--- src/rtl/count_event_mon_if.sv ---
// Bus between a counter-watching monitor and its host-side endpoints.
// The master drives the observed value, threshold and clear; the slave returns events and readback.
interface count_event_mon_if #(
    parameter int WIDTH = 8,
    parameter int HITW  = 16
);
    logic [WIDTH-1:0] count_in;
    logic [WIDTH-1:0] cmp_val;
    logic             clear;
    logic [3:0]       ev_trig;
    logic [3:0]       ev_sticky;
    logic [HITW-1:0]  hit_count;
    logic [WIDTH-1:0] snapshot;
    logic             dir_up;

    modport master (
        output count_in, cmp_val, clear,
        input  ev_trig, ev_sticky, hit_count, snapshot, dir_up
    );

    modport slave (
        input  count_in, cmp_val, clear,
        output ev_trig, ev_sticky, hit_count, snapshot, dir_up
    );
endinterface

--- src/rtl/count_event_mon.sv ---
// Turns changes of an observed counter into one-cycle event pulses plus sticky flags, hit counter and wrap snapshot.
// Define COUNT_EVENT_MON_SNAPSHOT_EN to implement the snapshot register; otherwise snapshot reads 0.
module count_event_mon #(
    parameter int WIDTH = 8,
    parameter int HITW  = 16
) (
    input  logic              clk,
    input  logic              reset_n,
    count_event_mon_if.slave  mon
);
    localparam int EV_ZERO  = 0;
    localparam int EV_MATCH = 1;
    localparam int EV_WUP   = 2;
    localparam int EV_WDN   = 3;

    localparam logic [WIDTH-1:0] ALL_ONES = '1;
    localparam logic [WIDTH-1:0] ONE      = WIDTH'(1);
    localparam logic [HITW-1:0]  HIT_MAX  = '1;

    logic [WIDTH-1:0] cur;
    logic [WIDTH-1:0] prev;
    logic             primed;

    logic [3:0]       ev_trig_q;
    logic [3:0]       ev_sticky_q;
    logic [HITW-1:0]  hit_q;
    logic             dir_q;

    logic             changed;
    logic             step_up;
    logic             step_down;
    logic [3:0]       ev_next;
    logic [HITW-1:0]  hit_base;
    logic [HITW-1:0]  hit_next;

    // NOTE: every always_comb output gets a default before any branch, so no latch can be inferred.
    always_comb begin
        changed   = primed && (cur != prev);
        ev_next   = '0;
        step_up   = 1'b0;
        step_down = 1'b0;
        hit_base  = mon.clear ? '0 : hit_q;
        hit_next  = hit_base;

        if (changed) begin
            ev_next[EV_ZERO]  = (cur == '0);
            ev_next[EV_MATCH] = (cur == mon.cmp_val);
            ev_next[EV_WUP]   = (prev == ALL_ONES) && (cur == '0);
            ev_next[EV_WDN]   = (prev == '0) && (cur == ALL_ONES);
            step_up           = (cur == prev + ONE);
            step_down         = (cur == prev - ONE);
        end

        // A match in the clear cycle counts on top of the cleared value.
        if (ev_next[EV_MATCH] && (hit_base != HIT_MAX)) begin
            hit_next = hit_base + HITW'(1);
        end
    end

    // NOTE: sequential state uses non-blocking assignments so every register samples pre-edge values.
    always_ff @(posedge clk) begin
        if (!reset_n) begin
            cur         <= '0;
            prev        <= '0;
            primed      <= 1'b0;
            ev_trig_q   <= '0;
            ev_sticky_q <= '0;
            hit_q       <= '0;
            dir_q       <= 1'b0;
        end else begin
            cur         <= mon.count_in;
            // The first sample seeds both stages so it is never compared against the reset value.
            prev        <= primed ? cur : mon.count_in;
            primed      <= 1'b1;
            ev_trig_q   <= ev_next;
            ev_sticky_q <= (mon.clear ? 4'b0000 : ev_sticky_q) | ev_next;
            hit_q       <= hit_next;
            if (step_up) begin
                dir_q <= 1'b1;
            end else if (step_down) begin
                dir_q <= 1'b0;
            end
        end
    end

    assign mon.ev_trig   = ev_trig_q;
    assign mon.ev_sticky = ev_sticky_q;
    assign mon.hit_count = hit_q;
    assign mon.dir_up    = dir_q;

`ifdef COUNT_EVENT_MON_SNAPSHOT_EN
    logic [WIDTH-1:0] snap_q;

    // A wrap load takes priority over a coincident clear.
    always_ff @(posedge clk) begin
        if (!reset_n) begin
            snap_q <= '0;
        end else if (ev_next[EV_WUP] || ev_next[EV_WDN]) begin
            snap_q <= cur;
        end else if (mon.clear) begin
            snap_q <= '0;
        end
    end

    assign mon.snapshot = snap_q;
`else
    assign mon.snapshot = '0;
`endif

endmodule

--- src/flat_wrapper.sv ---
// flat-port wrapper written by rule: the top's interface ports become plain ports
module count_event_mon_flat 
#(
    parameter int WIDTH = 8,
    parameter int HITW  = 16
)
  (clk, reset_n, mon_count_in, mon_cmp_val, mon_clear, mon_ev_trig, mon_ev_sticky, mon_hit_count, mon_snapshot, mon_dir_up);
  count_event_mon_if #(.WIDTH(WIDTH), .HITW(HITW)) mon_i ();
  input  logic clk;
  input  logic reset_n;
  input wire logic [$bits(mon_i.count_in)-1:0] mon_count_in;
  input wire logic [$bits(mon_i.cmp_val)-1:0] mon_cmp_val;
  input wire logic [$bits(mon_i.clear)-1:0] mon_clear;
  output wire logic [$bits(mon_i.ev_trig)-1:0] mon_ev_trig;
  output wire logic [$bits(mon_i.ev_sticky)-1:0] mon_ev_sticky;
  output wire logic [$bits(mon_i.hit_count)-1:0] mon_hit_count;
  output wire logic [$bits(mon_i.snapshot)-1:0] mon_snapshot;
  output wire logic [$bits(mon_i.dir_up)-1:0] mon_dir_up;
  assign mon_i.count_in = mon_count_in;
  assign mon_i.cmp_val = mon_cmp_val;
  assign mon_i.clear = mon_clear;
  assign mon_ev_trig = mon_i.ev_trig;
  assign mon_ev_sticky = mon_i.ev_sticky;
  assign mon_hit_count = mon_i.hit_count;
  assign mon_snapshot = mon_i.snapshot;
  assign mon_dir_up = mon_i.dir_up;
  count_event_mon #(.WIDTH(WIDTH), .HITW(HITW)) u_core (.clk(clk), .reset_n(reset_n), .mon(mon_i));
endmodule
--- config.mk ---
export PLATFORM = sky130hd
export DESIGN_NAME = count_event_mon_flat
export DESIGN_NICKNAME = d
export VERILOG_FILES = /design/src/rtl/count_event_mon_if.sv /design/src/rtl/count_event_mon.sv /design/src/flat_wrapper.sv
export SDC_FILE = /design/constraint.sdc
export NUM_CORES = 1
export LEC_CHECK = 0
export CAP_MARGIN = 20
export CORE_ASPECT_RATIO = 1.75
export CORE_UTILIZATION = 40
export CTS_CLUSTER_DIAMETER = 120
export DETAILED_ROUTE_END_ITERATION = 8
export GPL_TIMING_DRIVEN = 1
export PLACE_DENSITY = 0.61
export SYNTH_ARGS = -nofsm -noshare
export SYNTH_HDL_FRONTEND = slang
export SYNTH_SLANG_ARGS = --single-unit
--- constraint.sdc ---
create_clock -name clk -period 3.1 [get_ports clk]
set_input_delay 0.62 -clock clk [delete_from_list [all_inputs] [get_ports clk]]
set_output_delay 0.62 -clock clk [all_outputs]
set_load 0.02 [all_outputs]
After elaboration in Yosys (flattened, before gate mapping)
Index checks and enable logic that the tools add are counted.
- add/subtract/negate cells: 3
- eq/ne operators: 7
- mux-type cells: 10
- bitwise operators: 1
- reduce and logical (&&, ||, !) cells: 7
- operators with widths (cell ; number):
    16-bit two-way mux ; 2
    8-bit equality test ; 3
    16-bit by 1-bit adder with 16-bit output (second input constant) ; 1
    8-bit equality test (second input constant) ; 2
    8-bit zero test ; 2
    16-bit != test (second input constant) ; 1
    8-bit by 1-bit adder with 8-bit output (second input constant) ; 1
    4-bit two-way mux ; 2
    8-bit two-way mux ; 1
    8-bit != test ; 1
    8-bit by 1-bit subtractor with 8-bit output (second input constant) ; 1
    1-bit two-way mux ; 5
    1-bit logical AND ; 4
    4-bit OR ; 1
    2-bit nonzero test ; 1
- register bits after elaboration: 42
- input bits: 19
- output and inout port bits: 33
- word-level logic and storage cells: 35

Depth between registers and ports, before layout
Gate-level depths: netlist of the first run.
- depth in word-level cells: 5
- mapped depth: 9
- mapped depth without buffers: 7

Worst setup path before layout of the first run
Ideal clock, no wire load.
- kind: input port to flip-flop
- start: input mon_clear
- end: register u_core.hit_q[12] (netlist: u_core.mon.hit_count[12])
- setup time: 0.116 ns
- arrival time: 2.354 ns
- required time: 2.984 ns
- setup slack: 0.630 ns
- stages: 9
- path buffers: 2
- cells stage by stage: clkbuf_1 nor2b_1 ha_1 and4b_1 nand4_1 o211ai_1 buf_2 nor2_1 a41o_1
- cells in the longest elaborated chain, start to end: 4
- elaborated cells on any way between the ends: 5
- those cells by class: add/sub: 1; eq/ne: 1; mux: 2; reduce/logical: 1
- ends and longest elaborated chain (item ; line ; RTL):
    from (decl) ; flat_wrapper.sv:13 ; input wire logic [$bits(mon_i.clear)-1:0] mon_clear;
    16-bit two-way mux (*) ; count_event_mon.sv:42 ; hit_base = mon.clear ? '0 : hit_q;
    parallel branches: the longest is 2 deep, another holds 16-bit by 1-bit adder with 16-bit output ; - ;
    16-bit two-way mux (*) ; count_event_mon.sv:55 ; if (ev_next[EV_MATCH] && (hit_base != HIT_MAX)) begin
    to (signal assigned) ; count_event_mon.sv:77 ; hit_q <= hit_next;
    to (decl) ; count_event_mon.sv:26 ; logic [HITW-1:0] hit_q;
Mark *: on every way between the ends.
A chain may end at the register's enable or synchronous reset.

Worst setup path after layout of the first run
- start: input mon_clear
- end: register u_core.hit_q[15] (netlist: u_core.mon.hit_count[15])
Same word-level chain as after synthesis.

==> PnR_summary.wiki, run 1 <==
{| class="wikitable"
! Metric !! Value
|-
| CTS max path bufs || 2
|-
| Vias per inst || 5.559
|-
| Sort of element at the start of the critical path || input pin
|-
| Static Leakage || 1.191 nW
|-
| Fraction of layout instances using a drive strength above 1 || 8.430%
|-
| Initial core utilization || 41.48%
|-
| Largest fanout of any net on the critical path || 22
|-
| Drt first-iter violations || 99
|-
| Antenna diode instance count || 0
|-
| Number of enable-type register cells in the synthesized netlist || 0
|-
| Inst Count DP || 416
|-
| Relative area change from synthesis to final layout || 24.26%
|-
| DRC errors left || 0
|-
| Cells taking the most area after synthesis || dfxtp_1, mux2i_1, xor2_1
|-
| Register bit total from synthesis || 42
|-
| Total routed wirelength || 6964 µm
|-
| Tightest Pin Transition || 0.8389 ns
|-
| Number of buffer cells added on primary ports || 43
|-
| Achievable frequency || 363.2 MHz
|-
| Arr. time, crit path || 2.98 ns
|-
| Die ar. || 6746 µm²
|-
| VDD IR-drop max || 233.4 µV
|-
| Number of nets still failing antenna checks after routing || 0
|-
| Number of resized instances in the post-cts repair step || 0
|-
| Setup total negative slack || 0 ns
|-
| Number of instances in the synthesized netlist || 303
|-
| Mux cell area share after synthesis || 7.028%
|-
| Switching share of power || 26.20%
|-
| Final hold violation count || 0
|-
| Hold-fix buffers, CTS || 0
|-
| Final clock period utilization by the worst path || 88.83%
|-
| Psw || 0.0003400 W
|-
| Critical Path Sink Type || register
|-
| Setup Fix Bufs, Post-CTS || 0
|-
| Vias post-DR || 2357
|-
| Power density over the cells || 407.4 nW/µm²
|-
| Share of synthesized cell area in full adder, half adder and majority cells || 1.464%
|-
| Floorplan Core Area || 6181 µm²
|-
| Final Wtd Congestion || 0.9116
|-
| Worst-skew pair later-pin latency || 0.29 ns
|-
| Global-route total usage across every layer || 21.67%
|-
| Clock network power share || 40.6%
|-
| Fraction of the yosys area taken by sequential cells || 32.80%
|-
| Number of buffers inserted during clock tree synthesis || 5
|-
| Combinational fraction of design power || 14.4%
|-
| TritonCTS clock tree || built
|-
| Horizontal extent of the die || 62.52 µm
|-
| Clock tree root driver cell || clkbuf_8
|-
| Combinational family with the most area after synthesis || simple AND/OR/NAND/NOR gates
|-
| Post-layout minimum cycle time || 2.754 ns
|-
| Via count of the first global-routing pass || 2352
|-
| Cell internal pwr || 0.0009578 W
|-
| Library cells used by synthesis || 55
|-
| Cell type with the highest aggregate area in the netlist || dfxtp_1
|-
| Worst hold margin || 0.4636 ns
|-
| Remaining global-route overflow || 0
|-
| Hold/Removal Path Class || register to register
|-
| RR Startpoint || u_core.prev[2]$_SDFF_PN0_
|-
| Share of the synthesized area in the top cell type || 32.80%
|-
| Global-route wire length before repair || 11330 µm
|-
| Initial antenna violation count || 0
|-
| Post-detailed-placement half-perimeter wirelength || 5378 µm
|-
| Synth async-reset ratio || 0%
|-
| Top Ports || 52
|-
| Worst hold start || u_core.mon.ev_sticky[3]$_SDFF_PN0_
|-
| Mean cell area of the mapped netlist || 8.461 µm²
|-
| Worst setup path startpoint || mon_clear
|-
| Top flip-flop cell by instance count after synthesis || dfxtp_1
|-
| Type of the setup path with the least slack || input pin to register
|-
| Cell area after technology mapping || 2564 µm²
|-
| Wire length per cell || 16.42 µm
|-
| Clock Pin Slew Worst Setup and Hold Paths || 0.08 ns
|-
| Parity-gate share of the synthesized area counting xor and xnor cells || 7.857%
|-
| Number of failing setup endpoints in the final timing report || 0
|-
| Count of non-filler cells in the finished layout || 424
|-
| Number of clock sinks || 42
|-
| Max-cap violations || 0
|-
| Total count of max-transition violations in the final report || 0
|-
| Compound-gate portion of the synthesized area || 14.01%
|-
| Simple-gate share of the synthesized area || 29.04%
|-
| CP required || 3.32 ns
|-
| Part of the power in registers || 45.1%
|-
| Maximum number of pins on one net before global-route repair || 23
|-
| Yosys Warn Count || 0
|-
| Number of H-tree levels || 2
|-
| Setup slack on the worst flop-to-flop path || 0.74 ns
|-
| Number of detailed-routing iterations run before antenna repair || 4
|-
| Die span in y || 107.9 µm
|-
| Worst clock skew on the final layout || 0.006141 ns
|-
| Total number of placement rows || 38
|-
| Headroom to the max-slew limit || 43.56%
|-
| Fin nets || 365
|-
| Unrepaired setup endpoints after global routing || false
|-
| Outcome || finished, final reports clean
|}
## worst max-delay path: stages
cell	delay, ns
clkdlybuf4s50_1	0.53
buf_4	0.27
nand3b_1	0.20
or3_1	0.40
a211o_1	0.32
or4_1	0.48
a21oi_1	0.15
## worst paths after layout
path	to	cells past startpoint
worst max-delay path	u_core.mon.hit_count[15]$_SDFF_PN0_	7
worst min-delay path	u_core.mon.ev_sticky[3]$_SDFF_PN0_	1
worst max register to register	u_core.mon.hit_count[4]$_SDFF_PN0_	5
worst min register to register	u_core.mon.ev_sticky[3]$_SDFF_PN0_	1
## cell usage in the layout (no fill, tap or decap), types with 3 or more instances in the layout
cell,synthesis,final
nand2_1,16,16
nand2b_1,9,9
dfxtp_1,42,42
a21oi_1,7,7
and2_1,11,11
xnor2_1,8,8
o31ai_1,4,4
nor4_1,9,9
clkbuf_8,0,5
xor2_1,15,15
nand4_1,10,10
clkdlybuf4s50_1,0,43
a21o_1,3,3
and4b_1,3,3
nor3_1,12,12
or3_1,10,10
or4_1,4,4
nor2b_1,4,4
mux2i_1,18,18
o21ai_0,11,11
nand3_1,14,14
buf_4,8,10
ha_1,3,3
inv_1,13,13
conb_1,1,8
nor2_1,15,15
## cell usage after synthesis, types with 9 or more instances
cell and number:
and2_1 11, nand2b_1 9, nand2_1 16, clkbuf_1 10, nor2_1 15, nor3_1 12
o21ai_0 11, nand3_1 14, dfxtp_1 42, mux2i_1 18, nor4_1 9, nand4_1 10
inv_1 13, xor2_1 15, or3_1 10
## layer usage
metal  track usage [%]  routed length [µm]  up-vias
met3             2.436                 179       24
met1             21.33                2582     1113
li1                  -                   -     1150
met2             42.62                3899       70
met5                 0                   0        -
met4             12.46                 303        0
## cells by family after synthesis
family,count (synthesis)
flip-flops,42
AO/OA/AOI/OAI,48
buffers and inverters,40
XOR/XNOR,23
adder cells (fa/ha/maj),3
other,1
AND/OR/NAND/NOR,128
multiplexers,18
## through the flow
stage	util [%]	instance area (µm²)	setup slack, ns	total power [W]
floorplan	-	2590	0.6301	0.0007263
global placement	49.31	3048	0.1137	0.0007805
detailed placement	49.31	3048	0.04262	0.0007828
CTS	51.54	3186	0.3531	0.001308
global route	51.54	3186	0.2284	0.001355
finish	51.54	3186	0.3464	0.001298
## cell type report
| cell class | count | area (µm²) |
|---|---|---|
| clock inverter | 3 | 68.82 |
| fill | 639 | 2995 |
| tap | 80 | 100.1 |
| multi-input combinational | 228 | 1553 |
| inverter | 13 | 48.80 |
| timing repair buffer | 53 | 505.5 |
| clock buffer | 5 | 68.82 |
| sequential | 42 | 840.8 |
## power groups by stage
| stage | sequential, W | clock, W | combinational, W |
|---|---|---|---|
| after floorplan | 0.000575 | 0 | 0.000152 |
| after global placement | 0.000598 | 0 | 0.000183 |
| after detailed placement | 0.000598 | 0 | 0.000185 |
| after CTS | 0.000585 | 0.000537 | 0.000186 |
| after global routing | 0.000588 | 0.000561 | 0.000205 |
| final | 0.000585 | 0.000526 | 0.000186 |
## flip-flops by register name, indices dropped and copies added, names as in the netlist
name / flops
u_core.primed: 1
u_core.prev: 8
u_core.mon.hit_count: 16
u_core.mon.dir_up: 1
u_core.mon.ev_trig: 4
u_core.cur: 8
u_core.mon.ev_sticky: 4
Note: power is estimated with default switching activity, not from simulation.
==> run 2, diff against run 1 <==
--- a/config.mk
+++ b/config.mk
@@ -9,2 +9,3 @@
 export CORE_ASPECT_RATIO = 1.75
+export CORE_MARGIN = 1.5
 export CORE_UTILIZATION = 40
--- a/constraint.sdc
+++ b/constraint.sdc
@@ -3,2 +3,2 @@
 set_output_delay 0.62 -clock clk [all_outputs]
-set_load 0.02 [all_outputs]
+set_load 0.1 [all_outputs]
==> PnR_summary.wiki, run 2 (same netlist as run 1, synthesis figures left out) <==
{| class="wikitable"
! Metric !! Value
|-
| Worst-path cell chain || clkdlybuf4s50_1, buf_4, nand3b_1, or3_1, a211o_1, or4_1, a21oi_1
|-
| Leading cell type in the layout, fill and taps excluded || dfxtp_1
|-
| Via count of the first global-routing pass || 2368 (+0.68%)
|-
| Outcome || finished, final reports clean
|-
| Initial antenna violation count || 0 (unchanged)
|-
| Wire length per cell || 16.41 µm (-0.10%)
|-
| Antenna diode instance count || 0 (unchanged)
|-
| Static Leakage || 1.233 nW (+3.6%)
|-
| Flip-flop count of the largest register, all copies and words added || 16 (unchanged)
|-
| Horizontal extent of the die || 63.52 µm (+1.6%)
|-
| Filler cells || 620 (-3.0%)
|-
| Unrepaired setup endpoints after global routing || false
|-
| Arr. time, crit path || 2.86 ns (-0.12 ns)
|-
| Number of buffer cells added on primary ports || 43 (unchanged)
|-
| Total routed wirelength || 6924 µm (-0.57%)
|-
| Number of failing setup endpoints in the final timing report || 0 (unchanged)
|-
| Slowest cell on crit path || clkdlybuf4s50_1
|-
| Buffering stage count on the worst path with inverters included || 2 (unchanged)
|-
| Die span in y || 108.9 µm (+0.93%)
|-
| Global-route wire length before repair || 11150 µm (-1.6%)
|-
| Type of the setup path with the least slack || input pin to register
|-
| Storage element area || 840.8 µm² (unchanged)
|-
| Clock Pin Slew Worst Setup and Hold Paths || 0.08 ns (about the same)
|-
| Total area of multi-input combinational cells || 1553 µm² (unchanged)
|-
| Top Ports || 52 (unchanged)
|-
| Final hold violation count || 0 (unchanged)
|-
| DRC errors left || 0 (unchanged)
|-
| VDD IR-drop max || 226.6 µV (-2.9%)
|-
| CP required || 3.33 ns (about the same)
|-
| Highest-count cells in the layout ignoring fill and taps || dfxtp_1, buf_4, mux2i_1, clkdlybuf4s50_1, nand2_1
|-
| Headroom to the max-slew limit || 47.52% (+4.0 points)
|-
| Power density over the cells || 428.7 nW/µm² (+5.2%)
|-
| Worst hold margin || 0.4672 ns (+0.003574 ns)
|-
| Slowest cell delay on critical path || 0.47 ns (-0.06 ns)
|-
| Fraction of layout instances using a drive strength above 1 || 15.20% (+6.8 points)
|-
| Number of clock sinks || 42 (unchanged)
|-
| Fin nets || 363 (-0.55%)
|-
| Floorplan Core Area || 6181 µm² (unchanged)
|-
| Worst-skew pair later-pin latency || 0.30 ns (about the same)
|-
| Number of nets still failing antenna checks after routing || 0 (unchanged)
|-
| Worst clock skew on the final layout || 0.002038 ns (-0.004103 ns)
|-
| Setup total negative slack || 0 ns (unchanged)
|-
| Total count of max-transition violations in the final report || 0 (unchanged)
|-
| Hold/Removal Path Class || register to register
|-
| Max-cap violations || 0 (unchanged)
|-
| Critical Path Sink Type || register
|-
| Die ar. || 6918 µm² (+2.5%)
|-
| CTS max path bufs || 2 (unchanged)
|-
| Vias per inst || 5.602 (+0.77%)
|-
| Drt first-iter violations || 96 (-3.0%)
|-
| Post-detailed-placement half-perimeter wirelength || 5302 µm (-1.4%)
|-
| Remaining global-route overflow || 0 (unchanged)
|-
| Final clock period utilization by the worst path || 84.64% (-4.2 points)
|-
| Post-layout minimum cycle time || 2.624 ns (-0.1299 ns)
|-
| Number of H-tree levels || 2 (unchanged)
|-
| Number of detailed-routing iterations run before antenna repair || 4 (unchanged)
|-
| Final Wtd Congestion || 0.9141 (+0.27%)
|-
| Number of resized instances in the post-cts repair step || 0 (unchanged)
|-
| Tightest Pin Transition || 0.7800 ns (-0.05889 ns)
|-
| Setup Fix Bufs, Post-CTS || 0 (unchanged)
|-
| Number of buffers inserted during clock tree synthesis || 5 (unchanged)
|-
| Global-route total usage across every layer || 20.79% (-0.88 points)
|-
| Clock tree root driver cell || clkbuf_8
|-
| Achievable frequency || 381.1 MHz (+4.9%)
|-
| Maximum number of pins on one net before global-route repair || 25 (+8.7%)
|-
| Total number of placement rows || 38 (unchanged)
|-
| Hold-fix buffers, CTS || 0 (unchanged)
|-
| TritonCTS clock tree || built
|-
| Relative area change from synthesis to final layout || 21.23%
|-
| Vias post-DR || 2364 (+0.30%)
|-
| Sort of element at the start of the critical path || input pin
|-
| Largest fanout of any net on the critical path || 17 (-23%)
|-
| Initial core utilization || 41.48% (unchanged)
|-
| Family of cells with the greatest summed delay on the critical path || simple AND/OR/NAND/NOR gates
|}
## run 2: final cells by class
cell class              instances  share of cell area [%]
repair buffers                 51                   13.77
clock inverters                 3                   2.214
well taps                      80                   3.221
multi-input cells             228                   49.96
clock buffers                   5                   2.214
flip-flops and latches         42                   27.05
inverters                      13                   1.570
## run 2: worst paths after layout
path | from | end | slack (ns) | cells past startpoint
max | mon_clear | u_core.mon.hit_count[15]$_SDFF_PN0_ | 0.48 | 7
min | u_core.mon.ev_sticky[1]$_SDFF_PN0_ | u_core.mon.ev_sticky[1]$_SDFF_PN0_ | 0.47 | 1
max reg2reg | u_core.cur[2]$_SDFF_PN0_ | u_core.mon.hit_count[0]$_SDFF_PN0_ | 0.76 | 5
min reg2reg | u_core.mon.ev_sticky[1]$_SDFF_PN0_ | u_core.mon.ev_sticky[1]$_SDFF_PN0_ | 0.47 | 1
## run 2: power by group
group          internal, W  total, W  switching, W
sequential        0.000553  0.000587     0.0000342
clock             0.000323  0.000523      0.000200
combinational    0.0000810  0.000223      0.000142
## run 2: metal layers
layer  wire length, µm  vias up  GRT usage (%)
met1              2541     1129          20.31
met4               249        0          11.49
met3               251       21          2.786
met2              3881       65          40.98
met5                 0        -              0
li1                  -     1149              -
## run 2: metrics by stage
stage | cells | power, W | utilization, % | setup slack (ns) | area (µm²)
after floorplan | 310 | 0.0007657 | - | 0.2889 | 2590
after global placement | 414 | 0.0008171 | 48.06 | 0.1937 | 2970
after detailed placement | 414 | 0.0008192 | 48.06 | 0.1466 | 2970
after CTS | 422 | 0.001337 | 50.28 | 0.4668 | 3108
after global routing | 422 | 0.001387 | 50.28 | 0.2883 | 3108
final | 422 | 0.001332 | 50.28 | 0.4763 | 3108
==> run 3, diff against run 2 <==
- PLACE_DENSITY: 0.61 -> 0.63
- clock period: 3.1 -> 2.26 ns (I/O delays scaled with it)
==> PnR_summary.wiki, run 3 (same netlist as run 1, synthesis figures left out) <==
{| class="wikitable"
! Metric !! Value
|-
| Storage element area || 862.1 µm² (+2.5%)
|-
| Initial core utilization || 41.48% (unchanged)
|-
| Global-route total usage across every layer || 21.93% (+1.1 points)
|-
| Total area of multi-input combinational cells || 1583 µm² (+1.9%)
|-
| Initial antenna violation count || 0 (unchanged)
|-
| Post-detailed-placement half-perimeter wirelength || 5897 µm (+11%)
|-
| Count of non-filler cells in the finished layout || 456 (+8.1%)
|-
| Worst-skew pair later-pin latency || 0.30 ns (about the same)
|-
| Number of failing setup endpoints in the final timing report || 0 (unchanged)
|-
| CP required || 2.50 ns (-0.83 ns)
|-
| Total number of placement rows || 38 (unchanged)
|-
| Floorplan Core Area || 6181 µm² (unchanged)
|-
| Most common cell on crit path || buf_4
|-
| Worst-path cell chain || clkdlybuf4s50_1, xor2_1, nor4_2, buf_4, o211ai_1, buf_4, or4_1, a21oi_1
|-
| Sort of element at the start of the critical path || input pin
|-
| Power density over the cells || 504.8 nW/µm² (+18%)
|-
| Worst hold margin || 0.4656 ns (-0.001548 ns)
|-
| Total non-filler cell area in the finished layout || 3390 µm² (+9.1%)
|-
| Number of clock sinks || 42 (unchanged)
|-
| Post-layout minimum cycle time || 2.162 ns
|-
| Number of buffers inserted during clock tree synthesis || 5 (unchanged)
|-
| Arr. time, crit path || 2.40 ns (-0.46 ns)
|-
| Max-cap violations || 0 (unchanged)
|-
| Final clock period utilization by the worst path || 95.65%
|-
| Largest fanout of any net on the critical path || 10 (-7)
|-
| Slowest cell delay on critical path || 0.50 ns (+0.03 ns)
|-
| Relative area change from synthesis to final layout || 32.21%
|-
| Highest-count cells in the layout ignoring fill and taps || buf_4, dfxtp_1, mux2i_1
|-
| Total routed wirelength || 7470 µm (+7.9%)
|-
| Leading cell type in the layout, fill and taps excluded || buf_4
|-
| Total count of max-transition violations in the final report || 0 (unchanged)
|-
| TritonCTS clock tree || built
|-
| Outcome || finished, final reports clean
|-
| Horizontal extent of the die || 63.52 µm (unchanged)
|-
| Fraction of layout instances using a drive strength above 1 || 27.39% (+12 points)
|-
| Number of detailed-routing iterations run before antenna repair || 4 (unchanged)
|-
| Top Ports || 52 (unchanged)
|-
| Flip-flop count of the largest register, all copies and words added || 16 (unchanged)
|-
| Tightest Pin Transition || 0.7340 ns (-0.04601 ns)
|-
| Number of buffer cells added on primary ports || 43 (unchanged)
|-
| Wire length per cell || 16.38 µm (-0.16%)
|-
| Type of the setup path with the least slack || input pin to register
|-
| Clock Pin Slew Worst Setup and Hold Paths || 0.08 ns (about the same)
|-
| Worst clock skew on the final layout || 0.004295 ns (+0.002257 ns)
|-
| Inst Count DP || 445 (+7.5%)
|-
| Die ar. || 6918 µm² (unchanged)
|-
| VDD IR-drop max || 346.7 µV (+53%)
|-
| Number of nets still failing antenna checks after routing || 0 (unchanged)
|-
| Vias per inst || 5.575 (-0.49%)
|-
| Fin nets || 397 (+9.4%)
|-
| Drt first-iter violations || 86 (-10%)
|-
| CTS max path bufs || 2 (unchanged)
|-
| Remaining global-route overflow || 0 (unchanged)
|-
| Headroom to the max-slew limit || 50.62% (+3.1 points)
|-
| Number of H-tree levels || 2 (unchanged)
|-
| Achievable frequency || 462.6 MHz
|-
| Static Leakage || 1.395 nW (+13%)
|-
| Hold/Removal Path Class || register to register
|-
| Antenna diode instance count || 0 (unchanged)
|-
| Final Wtd Congestion || 0.9297 (+1.7%)
|-
| Filler cells || 609 (-1.8%)
|-
| Post-detailed-placement cell area || 3257 µm² (+9.6%)
|-
| Vias post-DR || 2542 (+7.5%)
|-
| Maximum number of pins on one net before global-route repair || 15 (-40%)
|-
| DRC errors left || 0 (unchanged)
|-
| Global-route wire length before repair || 11690 µm (+4.8%)
|-
| Final hold violation count || 0 (unchanged)
|-
| Clock tree root driver cell || clkbuf_8
|-
| Via count of the first global-routing pass || 2540 (+7.3%)
|-
| Die span in y || 108.9 µm (unchanged)
|-
| Slowest cell on crit path || or4_1
|-
| Critical Path Sink Type || register
|}
[run 3: power breakdown]
| group | total, W | switching [W] | internal, W |
|---|---|---|---|
| Sequential | 0.000780 | 0.0000248 | 0.000755 |
| Clock | 0.000562 | 0.000276 | 0.000285 |
| Combinational | 0.000369 | 0.000227 | 0.000142 |
[run 3: path summary, 6_finish.rpt]
check | from | slack [ns] | depth (start not counted) | endpoint
worst max register to register | u_core.prev[2]$_SDFF_PN0_ | 0.13 | 5 | u_core.mon.dir_up$_SDFFE_PN0P_
worst min register to register | u_core.mon.ev_sticky[3]$_SDFF_PN0_ | 0.47 | 1 | u_core.mon.ev_sticky[3]$_SDFF_PN0_
worst min-delay path | u_core.mon.ev_sticky[3]$_SDFF_PN0_ | 0.47 | 1 | u_core.mon.ev_sticky[3]$_SDFF_PN0_
worst max-delay path | mon_cmp_val[7] | 0.1 | 8 | u_core.mon.hit_count[15]$_SDFF_PN0_
[run 3: final cells by class]
type,count,share of cell area (%)
Multi-Input combinational cell,228,46.70
Clock buffer,7,2.879
Sequential cell,42,25.43
Timing Repair Buffer,85,20.38
Clock inverter,1,0.2215
Inverter,13,1.440
Tap cell,80,2.953
[run 3: metal layers]
metal,global-route usage [%],vias up,routed length (µm)
li1,-,1220,-
met1,19.97,1211,2561
met2,43.68,73,4216
met3,2.167,38,214
met4,15.84,0,477
met5,0,-,0
[run 3: metrics by stage]
step	util, %	TNS, ns	power (W)	worst slack (ns)
floorplan	-	0	0.001049	0.001224
global placement	52.69	-5.710	0.001157	-0.4901
detailed placement	52.69	-6.001	0.001162	-0.5070
CTS	54.37	0	0.001724	0.05956
global route	54.84	-0.01086	0.001780	-0.01086
finish	54.84	0	0.001711	0.09823
[run 3: critical path: cells and delay by family]
kind                   cells  cell delay [ns]
AND/OR/NAND/NOR            2             0.77
AO/OA/AOI/OAI              2             0.23
buffers and inverters      3             0.79
XOR/XNOR                   1             0.16
[run 3: timing repair]
| item | in CTS | in global routing |
|---|---|---|
| setup buffers | 0 | 3 |
| gates resized for setup | 1 | 3 |
| setup endpoints to repair | 11 | 3 |
| endpoints found under the hold margin | 0 | 0 |
| hold buffers | 0 | 0 |
| pin swaps | 4 | 5 |
